## config.mk

```make
export PLATFORM = sky130hd
export DESIGN_NAME = eth_port_stats
export DESIGN_NICKNAME = d
export VERILOG_FILES = /design/src/rtl/eth_port_stats.sv
export SDC_FILE = /design/constraint.sdc
export NUM_CORES = 2
export LEC_CHECK = 0
export ABC_AREA = 1
export CAP_MARGIN = 0
export CORE_MARGIN = 2
export CORE_UTILIZATION = 50
export CTS_BUF_LIST = sky130_fd_sc_hd__clkbuf_8 sky130_fd_sc_hd__clkbuf_16
export CTS_CLUSTER_DIAMETER = 80
export DETAILED_ROUTE_END_ITERATION = 8
export GPL_TIMING_DRIVEN = 0
export PLACE_DENSITY = 0.69
export SETUP_SLACK_MARGIN = 0.15
export SYNTH_ARGS = -nofsm -noshare
export SYNTH_HDL_FRONTEND = slang
export SYNTH_SLANG_ARGS = --single-unit
```

## constraint.sdc

```tcl
create_clock -name axis_aclk -period 3 [get_ports axis_aclk]
set_input_delay 0.45 -clock axis_aclk [delete_from_list [all_inputs] [get_ports axis_aclk]]
set_output_delay 0.45 -clock axis_aclk [all_outputs]
set_load 0.02 [all_outputs]
```

## src/rtl/eth_port_stats.sv

```systemverilog
// Purpose: passive per-channel AXI-Stream statistics (pkt/err/bcast/byte counters) with a snapshot bank and sticky overflow flags.
// Latency: an accepted beat reaches the live counters and ovf one cycle later; rd_en -> rd_data/rd_valid one cycle later.
// Backpressure: none; taps accepted beats only and never drives the stream.
//
// Ports:
//   axis_aclk, axis_aresetn         clock, asynchronous active-low reset
//   mon_tdata/tkeep/tvalid/tready/tlast/terr
//                                   tapped stream of each channel, channel c in slice c
//   cnt_clr[c]                      zeroes the live counters and ovf of channel c
//   snap_req                        copies all live counters into the snapshot bank
//   rd_en, rd_ch, rd_sel            snapshot read (sel 0 pkt, 1 err, 2 bcast, 3 byte)
//   rd_data, rd_valid               read result, valid pulses one cycle per rd_en
//   ovf[c]                          sticky overflow flag of channel c
module eth_port_stats #(
   parameter int NUM_CH   = 4,
   parameter int DATA_W   = 64,
   parameter int CNT_W    = 32,
   parameter int SATURATE = 1,
   localparam int KEEP_W  = DATA_W / 8,
   localparam int CH_W    = (NUM_CH > 1) ? $clog2(NUM_CH) : 1
) (
   input  logic                     axis_aclk,
   input  logic                     axis_aresetn,
   input  logic [NUM_CH*DATA_W-1:0] mon_tdata,
   input  logic [NUM_CH*KEEP_W-1:0] mon_tkeep,
   input  logic [NUM_CH-1:0]        mon_tvalid,
   input  logic [NUM_CH-1:0]        mon_tready,
   input  logic [NUM_CH-1:0]        mon_tlast,
   input  logic [NUM_CH-1:0]        mon_terr,
   input  logic [NUM_CH-1:0]        cnt_clr,
   input  logic                     snap_req,
   input  logic                     rd_en,
   input  logic [CH_W-1:0]          rd_ch,
   input  logic [1:0]               rd_sel,
   output logic [CNT_W-1:0]         rd_data,
   output logic                     rd_valid,
   output logic [NUM_CH-1:0]        ovf
);

   // Counter slots within a channel.
   localparam int PKT   = 0;
   localparam int ERR   = 1;
   localparam int BCAST = 2;
   localparam int BYTES = 3;

   typedef enum logic {SOP = 1'b0, MID = 1'b1} trk_t;

   trk_t             trk        [NUM_CH];
   logic [NUM_CH-1:0] bcast_flag;
   logic [CNT_W-1:0] live       [NUM_CH][4];
   logic [CNT_W-1:0] snap       [NUM_CH][4];

   logic [NUM_CH-1:0] acc;
   logic [NUM_CH-1:0] sop_hit;
   logic [NUM_CH-1:0] bcast_now;
   logic [NUM_CH-1:0] carry;
   logic [CNT_W:0]    inc        [NUM_CH][4];
   logic [CNT_W:0]    sum        [NUM_CH][4];
   logic [CNT_W-1:0]  nxt        [NUM_CH][4];
   logic [CNT_W-1:0]  rd_mux;
   logic [31:0]       rd_ch_ext;

   // Only the destination MAC of tdata is inspected; the rest is tapped but unused.
   logic unused_tdata;
   assign unused_tdata = ^mon_tdata;

   assign rd_ch_ext = 32'(rd_ch);

   // Increment amounts and next live values (one extra bit catches the carry).
   always_comb begin
      acc       = '0;
      sop_hit   = '0;
      bcast_now = '0;
      carry     = '0;
      for (int c = 0; c < NUM_CH; c++) begin
         acc[c]     = mon_tvalid[c] & mon_tready[c];
         sop_hit[c] = (mon_tdata[c*DATA_W +: 48] == 48'hFFFF_FFFF_FFFF) &&
                      (mon_tkeep[c*KEEP_W +: 6] == 6'h3F);
         // Single-beat frames have no stored flag yet, so use the live match at SOP.
         bcast_now[c] = (trk[c] == SOP) ? sop_hit[c] : bcast_flag[c];

         inc[c][PKT]   = (CNT_W+1)'(acc[c] & mon_tlast[c]);
         inc[c][ERR]   = (CNT_W+1)'(acc[c] & mon_tlast[c] & mon_terr[c]);
         inc[c][BCAST] = (CNT_W+1)'(acc[c] & mon_tlast[c] & bcast_now[c]);
         inc[c][BYTES] = '0;
         for (int k = 0; k < KEEP_W; k++) begin
            if (acc[c] && mon_tkeep[c*KEEP_W + k])
               inc[c][BYTES] = inc[c][BYTES] + (CNT_W+1)'(1);
         end

         for (int k = 0; k < 4; k++) begin
            sum[c][k] = {1'b0, live[c][k]} + inc[c][k];
            if (sum[c][k][CNT_W]) begin
               carry[c]  = 1'b1;
               nxt[c][k] = (SATURATE != 0) ? {CNT_W{1'b1}} : sum[c][k][CNT_W-1:0];
            end else begin
               nxt[c][k] = sum[c][k][CNT_W-1:0];
            end
         end
      end
   end

   // Out-of-range channels fall through to zero.
   always_comb begin
      rd_mux = '0;
      for (int c = 0; c < NUM_CH; c++) begin
         if (rd_ch_ext == 32'(c))
            rd_mux = snap[c][rd_sel];
      end
   end

   always_ff @(posedge axis_aclk or negedge axis_aresetn) begin
      if (!axis_aresetn) begin
         bcast_flag <= '0;
         ovf        <= '0;
         rd_data    <= '0;
         rd_valid   <= 1'b0;
         for (int c = 0; c < NUM_CH; c++) begin
            trk[c] <= SOP;
            for (int k = 0; k < 4; k++) begin
               live[c][k] <= '0;
               snap[c][k] <= '0;
            end
         end
      end else begin
         for (int c = 0; c < NUM_CH; c++) begin
            // Frame tracker; cnt_clr deliberately leaves it alone.
            if (acc[c]) begin
               case (trk[c])
                  SOP: begin
                     if (mon_tlast[c]) begin
                        bcast_flag[c] <= 1'b0;
                     end else begin
                        trk[c]        <= MID;
                        bcast_flag[c] <= sop_hit[c];
                     end
                  end
                  MID: begin
                     if (mon_tlast[c]) begin
                        trk[c]        <= SOP;
                        bcast_flag[c] <= 1'b0;
                     end
                  end
                  default: trk[c] <= SOP;
               endcase
            end

            // Clear beats a same-cycle increment; that event is dropped.
            if (cnt_clr[c]) begin
               ovf[c] <= 1'b0;
               for (int k = 0; k < 4; k++)
                  live[c][k] <= '0;
            end else begin
               if (carry[c])
                  ovf[c] <= 1'b1;
               for (int k = 0; k < 4; k++)
                  live[c][k] <= nxt[c][k];
            end

            // Snapshot captures pre-update values of this cycle.
            if (snap_req) begin
               for (int k = 0; k < 4; k++)
                  snap[c][k] <= live[c][k];
            end
         end

         rd_valid <= rd_en;
         if (rd_en)
            rd_data <= rd_mux;
      end
   end

endmodule

```

==> qor_table.md <==
| Quantity | Value | Unit |
| --- | --- | --- |
| Outcome | finished, violations left | - |
| Failing checks | hold timing, setup timing | - |
| Routed Wire Length | 219000 | µm |
| FILL cells | 9735 | - |
| Commonest cells after routing, fill and taps aside | sky130_fd_sc_hd__nand2_1, sky130_fd_sc_hd__dfrtp_1, sky130_fd_sc_hd__inv_1 | - |
| CTS tree | done | - |
| First-pass GRT wire length | 321000 | µm |
| Std cell rows | 125 | - |
| Width of the die | 346 | µm |
| Half-perimeter wire length after placement | 160000 | µm |
| Initial detailed-routing violation count | 6666 | - |
| Full die area | 120000 | µm² |
| Peak per-stage delay on the critical path | 270 | ps |
| Crit Path Max Fanout | 6 | - |
| Highest achievable clock rate | 0.213 | GHz |
| Number of global-route vias before repair | 53000 | - |
| Worst endpoint required time | 3610 | ps |
| Sequential cell area fraction in the yosys report | 45.8 | % |
| Layout overhead on the synthesized area | 27.0 | % |
| Total global routing overflow | 0 | - |
| Clock sink count | 1069 | - |
| Number of buffers on the longest clock path | 3 | - |
| Type of the worst setup path | primary input to register | - |
| Number of clock buffers inserted by TritonCTS | 118 | - |
| Library cell appearing most often on the critical path | sky130_fd_sc_hd__buf_6 | - |
| Residual DRC | 0 | - |
| Final setup violation count | 132 | - |
| Slowest-stage cell, CP | sky130_fd_sc_hd__ha_4 | - |
| Synth Register Bits | 1069 | - |
| Height of the chip | 346 | µm |
| Class of the worst hold path | primary input to async pin | - |
| First-pass DRT Iterations | 8 | - |
| Power density over the cells | 471 | nW/µm² |
| Startpoint class of the critical path | primary input | - |
| CP endpoint kind | register | - |
| Critical path data arrival time | 5300 | ps |
| Via Count | 55700 | - |
| Final Max Slew Viols | 0 | - |
| Least-Margin Pin Slew | 1420 | ps |
| Average detailed-routed wire length per instance | 23.1 | µm |
| Number of levels the H-tree was split into | 3 | - |
| Top_reg_cell synth | sky130_fd_sc_hd__dfrtp_1 | - |
| Setup repair after global routing missed its margin | true | - |
| Number of distinct standard cells referenced by the synthesized netlist | 68 | - |
| Root cell of the clock tree | sky130_fd_sc_hd__clkbuf_16 | - |
| Port Buffer Count | 282 | - |
| Nets | 8255 | - |
| Number of enable flip-flop cells after synthesis | 0 | - |
| Antenna violations before repair | 15 | - |
| Final number of hold-violating endpoints | 119 | - |
| Worst skew pair latency | 730 | ps |
| Post-synthesis cell count | 7145 | - |
| Area taken by multi-input logic gates | 30600 | µm² |
| Synthesized cell area | 58500 | µm² |
| Synthesized area per cell | 8.18 | µm² |
| Number of primary I/O pins | 353 | - |
| Sequential Area | 26800 | µm² |
| Overall Global Routing Usage | 35.0 | % |
| Max Cap Viol | 0 | - |
| Routability Congestion | 1.03 | - |
| Setup slack after layout | -1690 | ps |
| Vias/cell | 5.88 | - |
| Initial cell density of the core | 50.4 | % |
| Maximum resistive drop on vdd | 0.482 | mV |
| Worst rel slew slack | 5.55 | % |
| Final Cycle Share | 156 | % |
| Worst slack on hold paths | -355 | ps |
| Residual antenna-violating net count after detailed routing | 0 | - |
| Ys async rst share | 100 | % |
| Leading cell type in the layout, fill and taps excluded | sky130_fd_sc_hd__nand2_1 | - |
| Fraction of layout instances using a drive strength above 1 | 19.8 | % |
| Leakage | 33.4 | nW |
| Final critical path time including I/O delays and setup | 4690 | ps |
| Reg clk slew, reported paths | 60 | ps |
| Area of the core | 116000 | µm² |
| Final Total Pwr | 34.9 | mW |
| Clk_skew | 22.2 | ps |
| Warnings from Yosys | 0 | - |
| Pin count of the biggest net entering global routing | 174 | - |
==> metal layers <==
metal  global-route usage, %  share of wire [%]  wire, µm
met1                    47.5                 40     88400
met3                    8.06                9.9     21600
met4                    16.2                5.4     11800
met2                    53.1                 44     97000
met5                       0              0.040        87
==> sequential cells by signal (all words and copies together) (netlist names) <==
| signal | count |
|---|---|
| bcast_flag | 4 |
| trk | 4 |
| snap | 512 |
| ovf | 4 |
| rd_valid | 1 |
| live | 512 |
| rd_data | 32 |
==> per-stage QoR <==
| step | std cells | instance area, µm² | setup TNS (ps) | utilization, % | worst slack, ps |
|---|---|---|---|---|---|
| after CTS | 9352 | 71100 | -190850 | 61.2 | -1450 |
| after detailed placement | 8968 | 64300 | -756490 | 55.4 | -3240 |
| after global placement | 8962 | 64100 | - | 55.3 | -47500 |
| final | 9472 | 74200 | -183160 | 64.0 | -1690 |
| after floorplan | 7156 | 59400 | -237460 | - | -2040 |
| after global routing | 9467 | 74200 | -209880 | 64.0 | -1840 |
==> cells in the mapped netlist, drive strengths merged, types with 83 or more instances <==
library cell	count	area [µm²]
a21oi	811	4080
buf	90	449
clkbuf	208	781
dfrtp	1069	26800
inv	875	3280
mux2	182	2050
nand2	1304	5030
nand3	316	1800
nand4	177	1140
nor2	509	2200
nor3	239	1370
nor4	83	553
o21ai	610	3070
xnor2	132	1160
xor2	241	2110
==> worst paths after layout <==
check | startpoint | to | slack (ps) | cells after the start
min in group axis_aclk | snap_req | snap[44] | 150 | 2
worst min-delay path | axis_aresetn | ovf[1] | -350 | 1
max in group asynchronous | axis_aresetn | live[52] | 640 | 4
worst max-delay path | mon_tready[2] | live[150] | -1690 | 43
worst min register to register | rd_data[24] | rd_data[24] | 480 | 2
worst max register to register | trk[3] | live[440] | 210 | 16
==> kinds of logic (layout without fill, tap and decap cells) <==
| kind of cell | Yosys count | count (layout) | share of synthesized area [%] |
|---|---|---|---|
| and+or+nand+nor | 2722 | 2722 | 21.8 |
| buffers and inverters | 1174 | 1961 | 7.73 |
| muxes | 182 | 182 | 3.51 |
| DFF | 1069 | 1069 | 45.8 |
| xor gates and xnor gates | 373 | 373 | 5.59 |
| other | 1 | 17 | 0.00641 |
| AOI/OAI and AO/OA | 1540 | 1540 | 13.8 |
| adders and majority gates | 84 | 84 | 1.85 |
==> layout make-up <==
class | count | share of cell area (%)
flip-flops and latches | 1069 | 36.0
repair inverters | 1 | 0.0152
diodes | 5 | 0.0169
multi-input cells | 4913 | 41.2
inverters | 876 | 4.52
repair buffers | 578 | 8.28
clock buffers | 137 | 4.38
clock inverters | 71 | 1.03
plain buffers | 298 | 1.95
well taps | 1524 | 2.57
==> critical path, delay by kind of cell <==
| family | cells | cell delay, ps |
|---|---|---|
| buffers and inverters | 18 | 1720 |
| and+or+nand+nor | 18 | 1650 |
| adders and majority gates | 3 | 760 |
| AOI/OAI and AO/OA | 4 | 690 |
==> where the power goes <==
group          leakage, nW  switching (mW)  internal (mW)
clock                 2.06            6.32           8.97
combinational         16.6            2.64           1.72
sequential            14.7           0.500           14.8
==> what timing repair did <==
item,in CTS,in global routing
gates cloned,10,8
buffers inserted,166,106
setup endpoints to repair,425,289
pin swaps,182,344
endpoints found under the hold margin,119,119
gates resized for setup,402,629
No activity file was read; power rests on OpenSTA's default activity.
